## src/rtl/memory_stage_pkg.sv

```systemverilog
// Shared definitions for the memory stage and its helpers.
//   - MS_* state encodings for the memory-stage sequencer
//   - Bit positions of the ARM single-data-transfer fields (P/U/B/W/L/Rn/Rd)
//   - `DECODE_LDRSTR(i): true when instruction word i is an LDR/STR encoding
// Configuration macro consumed elsewhere: MEMORY_STAGE_ROTATE_EN (see load_align).
`ifndef MEMORY_STAGE_PKG_SV
`define MEMORY_STAGE_PKG_SV

`define DECODE_LDRSTR(i) ((i[27:26]) == 2'b01)

package memory_stage_pkg;

    typedef enum logic [1:0] {
        MS_IDLE   = 2'd0,
        MS_ACCESS = 2'd1,
        MS_WBBASE = 2'd2
    } ms_state_t;

    localparam int INSN_P  = 24;
    localparam int INSN_U  = 23;
    localparam int INSN_B  = 22;
    localparam int INSN_W  = 21;
    localparam int INSN_L  = 20;
    localparam int RN_LSB  = 16;
    localparam int RD_LSB  = 12;

    // Offset-applied address; the arithmetic wraps modulo 2^32 on purpose.
    function automatic logic [31:0] calc_off_addr(input logic [31:0] base,
                                                  input logic [31:0] offset,
                                                  input logic        up);
        return up ? (base + offset) : (base - offset);
    endfunction

endpackage

`endif

```

## src/rtl/load_align.sv

```systemverilog
// load_align: turns a raw 32-bit data-cache word into the value a load writes.
// Ports:
//   rd_data   in  32  word returned by the data cache
//   lane      in  2   low two bits of the effective address
//   byte_load in  1   1 = LDRB (zero-extended byte), 0 = LDR word
//   load_data out 32  value destined for Rd
// Configuration: MEMORY_STAGE_ROTATE_EN defined -> unaligned word loads are
// rotated right by 8*lane (ARM behaviour); undefined -> word loads ignore lane.
module load_align (
    input  logic [31:0] rd_data,
    input  logic [1:0]  lane,
    input  logic        byte_load,
    output logic [31:0] load_data
);

    logic [7:0]  byte_sel;
    logic [31:0] word_val;

    // Pick the addressed byte lane, build the (optionally rotated) word and
    // choose between them. Written as plain case tables so a future halfword
    // path can slot in alongside the byte path.
    always_comb begin
        byte_sel  = rd_data[7:0];
        word_val  = rd_data;
        load_data = 32'h0;
        case (lane)
            2'd0: byte_sel = rd_data[7:0];
            2'd1: byte_sel = rd_data[15:8];
            2'd2: byte_sel = rd_data[23:16];
            2'd3: byte_sel = rd_data[31:24];
            default: byte_sel = rd_data[7:0];
        endcase
`ifdef MEMORY_STAGE_ROTATE_EN
        case (lane)
            2'd0: word_val = rd_data;
            2'd1: word_val = {rd_data[7:0],  rd_data[31:8]};
            2'd2: word_val = {rd_data[15:0], rd_data[31:16]};
            2'd3: word_val = {rd_data[23:0], rd_data[31:24]};
            default: word_val = rd_data;
        endcase
`else
        word_val = rd_data;
`endif
        load_data = byte_load ? {24'h0, byte_sel} : word_val;
    end

endmodule

```

## src/rtl/memory_stage.sv

```systemverilog
// memory_stage: pipeline stage after Execute. Non-memory instructions pass
// through with one cycle of latency; LDR/STR perform a req/ready data-cache
// transfer, then present one register write per cycle to Writeback (a second
// cycle, MS_WBBASE, is used for LDR base writeback when Rd != Rn).
// Parameters: ADDR_W (dc_addr width), WAIT_MAX (>0 enables access timeout).
// Ports:
//   clk, rst                     clock, synchronous active-high reset
//   stall, flush                 downstream stall (hold), squash current insn
//   inbubble, insn, incpsr       Execute slot, instruction, flags
//   base, offset, st_data        Rn value, offset, Rd value for stores
//   in_write_reg/num/data        Execute register write
//   outstall                     combinational stall back to Execute
//   outbubble, outcpsr           Writeback slot and flags
//   write_reg/num/data           register write to Writeback
//   dc_addr, dc_rd_req, dc_wr_req, dc_wr_data, dc_wr_be   data-cache request
//   dc_ready, dc_rd_data         data-cache completion and read data
//   dc_err_timeout               one-cycle pulse when WAIT_MAX expires
// Configuration macro: MEMORY_STAGE_ROTATE_EN (word-load rotation, in load_align).
module memory_stage
    import memory_stage_pkg::*;
#(
    parameter int ADDR_W   = 32,
    parameter int WAIT_MAX = 0
) (
    input  logic              clk,
    input  logic              rst,
    input  logic              stall,
    input  logic              flush,
    input  logic              inbubble,
    input  logic [31:0]       insn,
    input  logic [31:0]       incpsr,
    input  logic [31:0]       base,
    input  logic [31:0]       offset,
    input  logic [31:0]       st_data,
    input  logic              in_write_reg,
    input  logic [3:0]        in_write_num,
    input  logic [31:0]       in_write_data,
    output logic              outstall,
    output logic              outbubble,
    output logic [31:0]       outcpsr,
    output logic              write_reg,
    output logic [3:0]        write_num,
    output logic [31:0]       write_data,
    output logic [ADDR_W-1:0] dc_addr,
    output logic              dc_rd_req,
    output logic              dc_wr_req,
    output logic [31:0]       dc_wr_data,
    output logic [3:0]        dc_wr_be,
    input  logic              dc_ready,
    input  logic [31:0]       dc_rd_data,
    output logic              dc_err_timeout
);

    localparam logic [31:0] WAIT_LIMIT = 32'(WAIT_MAX);
    localparam bit          TIMEOUT_EN = (WAIT_MAX > 0);

    ms_state_t   state, state_next;

    logic        is_mem_in;
    logic [31:0] off_addr_in;
    logic [31:0] ea_in;
    logic        wb_in;

    logic        ld_q;
    logic        byte_q;
    logic        wb_q;
    logic [3:0]  rd_q;
    logic [3:0]  rn_q;
    logic [31:0] off_q;
    logic [1:0]  lane_q;
    logic [31:0] wait_cnt;

    logic        accept;
    logic        complete;
    logic        timeout_now;
    logic        timeout_hit;
    logic [31:0] load_data;
    logic        unused_insn_bits;

    assign is_mem_in   = ~inbubble & `DECODE_LDRSTR(insn);
    assign off_addr_in = calc_off_addr(base, offset, insn[INSN_U]);
    assign ea_in       = insn[INSN_P] ? off_addr_in : base;
    assign wb_in       = insn[INSN_W] | ~insn[INSN_P];
    assign timeout_now = TIMEOUT_EN && (wait_cnt == WAIT_LIMIT);

    assign unused_insn_bits = ^{insn[31:28], insn[25], insn[11:0]};

    load_align u_load_align (
        .rd_data   (dc_rd_data),
        .lane      (lane_q),
        .byte_load (byte_q),
        .load_data (load_data)
    );

    // State register. Reset is synchronous; flush is folded into next-state.
    always_ff @(posedge clk) begin
        if (rst) begin
            state <= MS_IDLE;
        end else begin
            state <= state_next;
        end
    end

    // Next-state logic plus the one-cycle control strobes used by the
    // datapath. Flush beats stall; stall freezes everything, including a
    // dc_ready that arrives while stalled. A load with writeback to a
    // different register needs the extra MS_WBBASE cycle for the Rn write.
    always_comb begin
        state_next  = state;
        accept      = 1'b0;
        complete    = 1'b0;
        timeout_hit = 1'b0;
        if (flush) begin
            state_next = MS_IDLE;
        end else if (!stall) begin
            case (state)
                MS_IDLE: begin
                    if (is_mem_in) begin
                        accept     = 1'b1;
                        state_next = MS_ACCESS;
                    end
                end
                MS_ACCESS: begin
                    if (dc_ready) begin
                        complete   = 1'b1;
                        state_next = (ld_q && wb_q && (rd_q != rn_q)) ? MS_WBBASE : MS_IDLE;
                    end else if (timeout_now) begin
                        timeout_hit = 1'b1;
                        state_next  = MS_IDLE;
                    end
                end
                MS_WBBASE: state_next = MS_IDLE;
                default:   state_next = MS_IDLE;
            endcase
        end
    end

    // Stall back to Execute. The memory instruction stays on Execute's
    // outputs until the cycle its transfer finishes (or times out), and the
    // WBBASE cycle occupies the write port so nothing new may enter then.
    always_comb begin
        outstall = stall
                 | ((state == MS_ACCESS) & ~dc_ready & ~timeout_now)
                 | (state == MS_WBBASE)
                 | ((state == MS_IDLE) & is_mem_in);
    end

    // Datapath and output registers. On accept the whole transfer is latched
    // so the cache request stays stable regardless of what Execute shows
    // afterwards. Pass-through copies Execute's result verbatim.
    always_ff @(posedge clk) begin
        if (rst) begin
            outbubble      <= 1'b1;
            outcpsr        <= 32'h0;
            write_reg      <= 1'b0;
            write_num      <= 4'h0;
            write_data     <= 32'h0;
            dc_addr        <= '0;
            dc_rd_req      <= 1'b0;
            dc_wr_req      <= 1'b0;
            dc_wr_data     <= 32'h0;
            dc_wr_be       <= 4'h0;
            dc_err_timeout <= 1'b0;
            ld_q           <= 1'b0;
            byte_q         <= 1'b0;
            wb_q           <= 1'b0;
            rd_q           <= 4'h0;
            rn_q           <= 4'h0;
            off_q          <= 32'h0;
            lane_q         <= 2'b00;
            wait_cnt       <= 32'h0;
        end else begin
            dc_err_timeout <= 1'b0;
            if (flush) begin
                outbubble <= 1'b1;
                write_reg <= 1'b0;
                dc_rd_req <= 1'b0;
                dc_wr_req <= 1'b0;
                dc_wr_be  <= 4'h0;
            end else if (!stall) begin
                case (state)
                    MS_IDLE: begin
                        if (accept) begin
                            ld_q       <= insn[INSN_L];
                            byte_q     <= insn[INSN_B];
                            wb_q       <= wb_in;
                            rd_q       <= insn[RD_LSB +: 4];
                            rn_q       <= insn[RN_LSB +: 4];
                            off_q      <= off_addr_in;
                            lane_q     <= ea_in[1:0];
                            wait_cnt   <= 32'h0;
                            outcpsr    <= incpsr;
                            outbubble  <= 1'b1;
                            write_reg  <= 1'b0;
                            dc_addr    <= {ea_in[ADDR_W-1:2], 2'b00};
                            dc_rd_req  <= insn[INSN_L];
                            dc_wr_req  <= ~insn[INSN_L];
                            dc_wr_data <= insn[INSN_B] ? {4{st_data[7:0]}} : st_data;
                            dc_wr_be   <= insn[INSN_L] ? 4'h0 :
                                          (insn[INSN_B] ? (4'b0001 << ea_in[1:0]) : 4'hF);
                        end else begin
                            outbubble  <= inbubble;
                            outcpsr    <= incpsr;
                            write_reg  <= in_write_reg;
                            write_num  <= in_write_num;
                            write_data <= in_write_data;
                        end
                    end
                    MS_ACCESS: begin
                        if (complete) begin
                            dc_rd_req <= 1'b0;
                            dc_wr_req <= 1'b0;
                            dc_wr_be  <= 4'h0;
                            outbubble <= 1'b0;
                            if (ld_q) begin
                                write_reg  <= 1'b1;
                                write_num  <= rd_q;
                                write_data <= load_data;
                            end else begin
                                write_reg  <= wb_q;
                                write_num  <= rn_q;
                                write_data <= off_q;
                            end
                        end else if (timeout_hit) begin
                            dc_rd_req      <= 1'b0;
                            dc_wr_req      <= 1'b0;
                            dc_wr_be       <= 4'h0;
                            dc_err_timeout <= 1'b1;
                            outbubble      <= 1'b1;
                            write_reg      <= 1'b0;
                        end else begin
                            wait_cnt <= wait_cnt + 32'h1;
                        end
                    end
                    MS_WBBASE: begin
                        outbubble  <= 1'b1;
                        write_reg  <= 1'b1;
                        write_num  <= rn_q;
                        write_data <= off_q;
                    end
                    default: begin
                        outbubble <= 1'b1;
                        write_reg <= 1'b0;
                    end
                endcase
            end
        end
    end

endmodule

```

## config.mk

```make
export PLATFORM = sky130hd
export DESIGN_NAME = memory_stage
export DESIGN_NICKNAME = d
export VERILOG_FILES = /design/src/rtl/memory_stage_pkg.sv /design/src/rtl/load_align.sv /design/src/rtl/memory_stage.sv
export SDC_FILE = /design/constraint.sdc
export NUM_CORES = 1
export LEC_CHECK = 0
export CORE_ASPECT_RATIO = 0.7
export CORE_MARGIN = 1.5
export CORE_UTILIZATION = 30
export DETAILED_ROUTE_END_ITERATION = 8
export PLACE_DENSITY_LB_ADDON = 0.3
export RECOVER_POWER = 100
export SETUP_SLACK_MARGIN = 0.5
export SLEW_MARGIN = 10
export SYNTH_ARGS = -nofsm -noshare
export SYNTH_HDL_FRONTEND = slang
export SYNTH_SLANG_ARGS = --single-unit
```

## constraint.sdc

```tcl
create_clock -name clk -period 6.9 [get_ports clk]
set_clock_uncertainty 0.05 [all_clocks]
set_input_delay 0.69 -clock clk [delete_from_list [all_inputs] [get_ports clk]]
set_output_delay 0.69 -clock clk [all_outputs]
set_load 0.005 [all_outputs]
```

==> results.md, run 1 <==
* Area after DPL at roughly 14000 sq um
* Synthesis-stage register bit count at 185
* Area delta synth->final at 42.6%
* Final core occ at a little over two fifths
* CP Class: in -> reg
* Worst Setup EP: dc_addr[28]
* Slew @ Worst Pin at 3.53 ns
* Reg-to-reg endpoint: dc_wr_be[2]
* Post-Syn Instances at approximately 1300
* GRT Overall Usage at roughly 21%
* Drt drc at 0
* FF/Latch Area at approximately 3700 sq um
* Vias per inst at 5.08
* Die Wd at approximately 230 microns
* Violated checks: max-capacitance violations, max-slew violations
* CTS Buffer Depth at 2
* Core Rows at 56
* Post-synth EDFFs at 0
* CP Launch Point: offset[5]
* H-tree Lvls at 4
* FFs w/ async S/R, synth at 0%
* CTS tree: yes
* Clock Tree Root: clkbuf_16
* RSZ-0062 raised after global routing: no
* Iter 0 DRT Violations at 785
* Clk sinks at 185
* Peak VDD IR at 0.128 mV
* Fin Setup TNS at 0 ns
* CP Launch Type: primary input
* Top cells by area, synth: dfxtp_1, a21oi_1, nor2_1
* Worst Hold Class: reg -> reg
* Flop2flop setup slack at between 1.5 and 2 ns
* Final global-route overflow total at 0
* Mapped cell area at 10400 sq um
* Max Cap Viol at 4
* Largest net degree at the start of global routing at 103
* Area share of the largest cell type after synthesis at roughly 36%
* Worst slew margin at -135%
* Seq/Total Area, Yosys at 35.5%
* Crit path time final at between 5 and 6 ns
* Yosys warning total at 0
* DRT Pass-1 Iters at 6
* Number of distinct library cells after synthesis at 65
* Leakage at between 5 and 6 nW
* Max Transition Viols Final at between 200 and 300
* Initial antenna violation count at 7
* Worst skew pair latency at 0.45 ns
* Starting density of the core at just over 30%
* Final Instance Area at 14900 sq um
* R2R depth at 8
* Synth area leader: dfxtp_1
* Setup violations, final at 0
* Routed len/inst at approximately 18 microns
* Syn Area/Cell at 7.73 sq um
* Worst Path Arrival at 5.66 ns
* Synth Flop Type: dfxtp_1
* CP endpoint kind: register
* IO Port Bufs at between 300 and 400
* PD cells at ~190 nW/um^2
* Setup Fix Bufs, Post-CTS at 0
* Max Fanout on Critical Path at 7
* Share of cells above drive strength 1 at roughly 3.5%
* Routed Antenna Nets at 0
* First-pass GRT wire length at approximately 58000 microns
* Fmax at between 150 and 200 MHz
* Core area at between 30000 and 40000 sq um
* Nets at between 1500 and 2000
* Inst Count DP at between 2000 and 2500
* Drt total wl at around 38000 microns
* DP HPWL at ~29000 microns
* Post-cts sizing count at 0
* Final hold viol count at 0
* Crit share post-route at between 70% and 80%
* Routed via count at roughly 11000
* Worst path required time at roughly 7.1 ns
* Die Y at around 160 microns
* Area of the multi-input gates at roughly 6300 sq um
* Non-Filler Instances at between 2000 and 2500
* # fillers at roughly 3400
* DIE AREA at 35900 sq um
* Clock transition at the registers of the reported paths at around 0.080 ns
* IO Pins at about 380
* Worst reg2reg startpoint: state[0]
* Vias in the first global route at 10302
* Total CTS buffers at 17
* Placer Congestion at approximately 0.88
* Outcome: finished with violations
* Cts-stage hold buffer count at 0
## cell usage after synthesis, types with 7 or more instances
cell,instances
inv_1,19
a22o_1,8
o21a_1,7
nor2_1,191
a21o_1,13
xor2_1,34
a211oi_1,86
and3_1,7
mux2i_1,51
clkbuf_1,97
nand2_1,179
nor3_1,22
nand2b_1,8
nand4_1,10
dfxtp_1,185
a22oi_1,29
o211ai_1,7
a21oi_1,184
o21ai_1,13
xnor2_1,28
o21ai_0,30
ha_1,43
## where the power goes
part           total, mW  switching, mW  internal [mW]  leakage, nW
logic              0.683          0.363          0.320         3.97
clock network       1.03          0.476          0.550        0.297
registers           1.12         0.0176           1.10         1.50
## critical path, cell delays in order
cell and delay (ns):
dlygate4sd3_1 0.58, or3_1 0.41, or3_1 0.40, nor3_1 0.56, a21oi_1 0.17, xor2_1 0.26, ha_1 0.36, nand4_1 0.19
nor3_1 0.08, a221oi_1 0.61, o21ai_0 0.40, o31a_1 0.44, mux2i_1 0.17, a211oi_1 0.26, nor3_1 0.08
## worst min-delay path by stage
stage                             start       endpoint  slack (ns)  depth (start not counted)
final                        outcpsr[1]     outcpsr[1]        0.40                          2
after global routing        outcpsr[29]    outcpsr[29]        0.42                          2
after CTS                 dc_wr_data[6]  dc_wr_data[6]        0.41                          2
after detailed placement     outcpsr[1]     outcpsr[1]        0.40                          2
after global placement      outcpsr[29]    outcpsr[29]        0.39                          2
after floorplan               off_q[12]      off_q[12]        0.38                          2
## cell usage in the layout (no fill, tap or decap), types with 6 or more instances in the layout
cell and instances:
xor2_1 34, a21o_1 13, xnor2_1 28, clkdlybuf4s50_1 212, nand3_1 6, a211oi_1 86
inv_1 19, nand2_1 177, buf_4 7, o21ai_1 7, nor2_1 191, and3_1 7
a21oi_1 184, nand4_1 10, o21bai_1 6, ha_1 42, a22oi_1 29, dfxtp_1 185
a31oi_1 6, clkbuf_16 17, mux2i_1 51, a22o_1 8, o211ai_1 7, dlygate4sd3_1 141
o21ai_0 36, nand2b_1 8, nor3_1 22, o21a_1 7
## cell type report
type / count / area share, %
multi-input cells: 1043 / 42.1
flip-flops and latches: 185 / 24.9
repair buffers: 367 / 24.4
well taps: 464 / 3.90
clock buffers: 17 / 2.86
clock inverters: 15 / 1.24
inverters: 19 / 0.480
diodes: 3 / 0.0505
## routing by layer
| metal | GRT usage (%) | vias to the layer above | part of all wire (%) |
|---|---|---|---|
| met5 | 0 | - | 0.15 |
| met2 | 34.4 | 322 | 46 |
| li1 | - | 5359 | - |
| met1 | 26.2 | 5020 | 44 |
| met4 | 4.55 | 8 | 1.3 |
| met3 | 6.59 | 33 | 7.9 |
## kinds of logic (layout without fill, tap and decap cells)
kind of cell / count (synthesis) / after routing / share of synthesized area [%]
simple gates: 458 / 458 / 18.7
other cells: 1 / 6 / 0.0360
flops: 185 / 185 / 35.5
xor+xnor: 63 / 63 / 5.36
buf+inv: 122 / 418 / 4.51
compound gates: 422 / 422 / 25.4
mux: 53 / 53 / 5.11
fa+ha+maj: 44 / 44 / 5.35
## metrics by stage
stage	worst slack (ns)	total power [mW]	hold slack (ns)
global placement	1.41	1.83	0.392
finish	1.42	2.83	0.402
floorplan	2.63	1.52	0.376
CTS	1.88	2.87	0.406
detailed placement	1.42	1.84	0.396
global route	1.10	2.97	0.415
No activity file was read; power rests on OpenSTA's default activity.
==> run 2: changes to the inputs <==
- clock period: 6.9 -> 5.07 ns (I/O delays scaled with it)
==> results.md, run 2 (synthesized netlist as in run 1, its figures left out) <==
* Outcome: finished with violations (unchanged)
* Violated checks: max-capacitance violations, max-slew violations (unchanged)
* Bufs and invs on worst path at 3 (was 1)
* Placer Congestion at 0.883 (was 0.876)
* # fillers at 3407 (was 3429)
* Slew @ Worst Pin at 1.51 ns (was 3.53 ns)
* IO Port Bufs at 356 (unchanged)
* First-pass GRT wire length at 58400 microns (was 57900 microns)
* RSZ-0062 raised after global routing: yes (was no)
* CP Class: in -> reg (unchanged)
* CP Launch Type: primary input (unchanged)
* Routed Antenna Nets at 0 (unchanged)
* Routed via count at 10807 (was 10742)
* Drt total wl at 38400 microns (was 37900 microns)
* Max Fanout on Critical Path at 7 (unchanged)
* DIE AREA at 35900 sq um (unchanged)
* Core area at 33800 sq um (unchanged)
* Iter 0 DRT Violations at 797 (was 785)
* H-tree Lvls at 4 (unchanged)
* Clock Tree Root: clkbuf_16 (unchanged)
* Routed len/inst at 18.1 microns (was 18.0 microns)
* Clk sinks at 185 (unchanged)
* CP endpoint kind: register (unchanged)
* Fin Setup TNS at 0 ns (unchanged)
* NetSw at 1.21 mW (was 0.857 mW)
* Worst slew margin at -0.411% (was -135%)
* Fmax at between 200 and 250 MHz
* Crit path cell chain: dlygate4sd3_1 > or3_1 > or3_1 > nor3_1 > clkbuf_1 > and4b_2 > nor2_1 > xor2_1 > ha_1 > and3_1 > nand4_1 > o21ai_2 > o31a_1 > clkbuf_1 > nor2_1 > a311oi_1 > o21ai_0 (was dlygate4sd3_1 > or3_1 > or3_1 > nor3_1 > a21oi_1 > xor2_1 > ha_1 > nand4_1 > nor3_1 > a221oi_1 > o21ai_0 > o31a_1 > mux2i_1 > a211oi_1 > nor3_1)
* Inst Count DP at 2086 (was 2078)
* Vias in the first global route at 10293 (was 10302)
* Area delta synth->final at 43.3% (was 42.6%)
* Starting density of the core at 30.8% (unchanged)
* Combinational power share at 24.6% (was 24.2%)
* Area after DPL at 14300 sq um (about the same)
* Total CTS buffers at 17 (unchanged)
* Worst-case hold slack at 0.404 ns (was 0.402 ns)
* Switching share of power at 31.4% (was 30.3%)
* Most frequent cells in the layout: clkdlybuf4s50_1, nor2_1, dfxtp_1 (unchanged)
* Final Instance Area at 14900 sq um (about the same)
* Core Rows at 56 (unchanged)
* Leakage at 5.79 nW (was 5.77 nW)
* PD cells at 259 nW/um^2 (was 190 nW/um^2)
* Power share of the clock group at 36.1% (was 36.3%)
* Setup violations, final at 0 (unchanged)
* Nets at 1922 (was 1912)
* Crit share post-route at 89.2%
* Max Cap Viol at 1 (was 4)
* DP HPWL at 29200 microns (was 29300 microns)
* Worst skew pair latency at 0.45 ns (about the same)
* Peak VDD IR at 0.156 mV (was 0.128 mV)
* CTS Buffer Depth at 2 (unchanged)
* Flop2flop setup slack at 1.17 ns (was 1.99 ns)
* Crit path time final at ~4.5 ns
* Die Y at 159 microns (unchanged)
* Largest net degree at the start of global routing at 148 (was 103)
* Max incr delay on CP at 0.60 ns (was 0.61 ns)
* Final global-route overflow total at 0 (unchanged)
* Non-Filler Instances at 2123 (was 2113)
* Final hold viol count at 0 (unchanged)
* Worst path required time at 5.35 ns (was 7.08 ns)
* Worst Hold Class: reg -> reg (unchanged)
* Initial antenna violation count at 6 (was 7)
* Clock transition at the registers of the reported paths at 0.07 ns (was 0.08 ns)
* Die Wd at 226 microns (unchanged)
* Vias per inst at 5.09 (was 5.08)
* Top Family by Delay on Critical Path: simple AND/OR/NAND/NOR gates (was compound AO/OA/AOI/OAI gates)
* Drt drc at 0 (unchanged)
* Commonest non-fill, non-tap cell in the layout: clkdlybuf4s50_1 (unchanged)
* GRT Overall Usage at 20.9% (was 20.7%)
* IO Pins at 377 (unchanged)
* CTS tree: yes (unchanged)
* Max Transition Viols Final at 34 (was 271)
* Worst Path Arrival at 4.80 ns (was 5.66 ns)
* DRT Pass-1 Iters at 5 (was 6)
* Critical Path Slowest Stage Cell: dlygate4sd3_1 (was a221oi_1)
* Power share of the sequential group at 39.3% (was 39.5%)
* Internal power at 2.65 mW (was 1.97 mW)
* Share of cells above drive strength 1 at 4.05% (was 3.52%)
run 2: cell types whose count changed in the layout (fill, tap and decap cells not counted), moves of 3 or more:
| cell | change |
|---|---|
| clkinv_4 | -3 |
| buf_4 | +4 |
| clkbuf_1 | +6 |
| o21ai_1 | -3 |
run 2: path summary, 6_finish.rpt:
path               start     endpoint  cells after the start
max            offset[3]  dc_addr[30]                     17
min          outcpsr[19]  outcpsr[19]                      2
max reg2reg     state[0]    off_q[29]                      7
min reg2reg  outcpsr[19]  outcpsr[19]                      2
run 2: final cells by class:
cell class | instances | area [sq um] | area share, %
clock buffer | 17 | 425 | 2.85
sequential | 185 | 3700 | 24.8
tap | 464 | 581 | 3.88
clock inverter | 15 | 176 | 1.18
timing repair buffer | 377 | 3690 | 24.7
multi-input combinational | 1043 | 6280 | 42.1
antenna | 3 | 7.51 | 0.0502
inverter | 19 | 71.3 | 0.477
run 2: worst min-delay path, delay by kind of cell, from the launching register on:
| kind | cells | cell delay [ns] |
|---|---|---|
| AOI/OAI and AO/OA | 1 | 0.05 |
| DFF | 1 | 0.31 |
| and+or+nand+nor | 1 | 0.05 |
run 2: power by group through the flow:
| stage | clock network (mW) | registers (mW) | logic, mW |
|---|---|---|---|
| after floorplan | 0 | 1.55 | 0.518 |
| after global placement | 0 | 1.55 | 0.949 |
| after detailed placement | 0 | 1.56 | 0.957 |
| after CTS | 1.44 | 1.52 | 0.963 |
| after global routing | 1.49 | 1.52 | 1.05 |
| final | 1.39 | 1.52 | 0.950 |
run 2: layer usage:
metal  global-route usage, %  vias up  share of wire (%)
met4                    5.55        6                1.5
li1                        -     5379                  -
met2                    34.3      331                 47
met1                    26.9     5046                 44
met3                    5.61       45                7.6
met5                       0        -               0.13
run 2: timing repair:
action                                 in CTS  in global routing
endpoints found under the hold margin       0                  0
setup buffers                               0                  2
setup endpoints to repair                   0                 12
hold buffers                                0                  0
resized for setup                           0                  7
run 2: per-stage QoR:
step / utilization, % / power, mW / setup slack (ns)
after floorplan: - / 2.07 / 0.980
after global placement: 42.4 / 2.50 / 0.246
after detailed placement: 42.4 / 2.51 / 0.197
after CTS: 44.2 / 3.92 / 0.641
after global routing: 44.1 / 4.06 / 0.249
final: 44.2 / 3.86 / 0.545
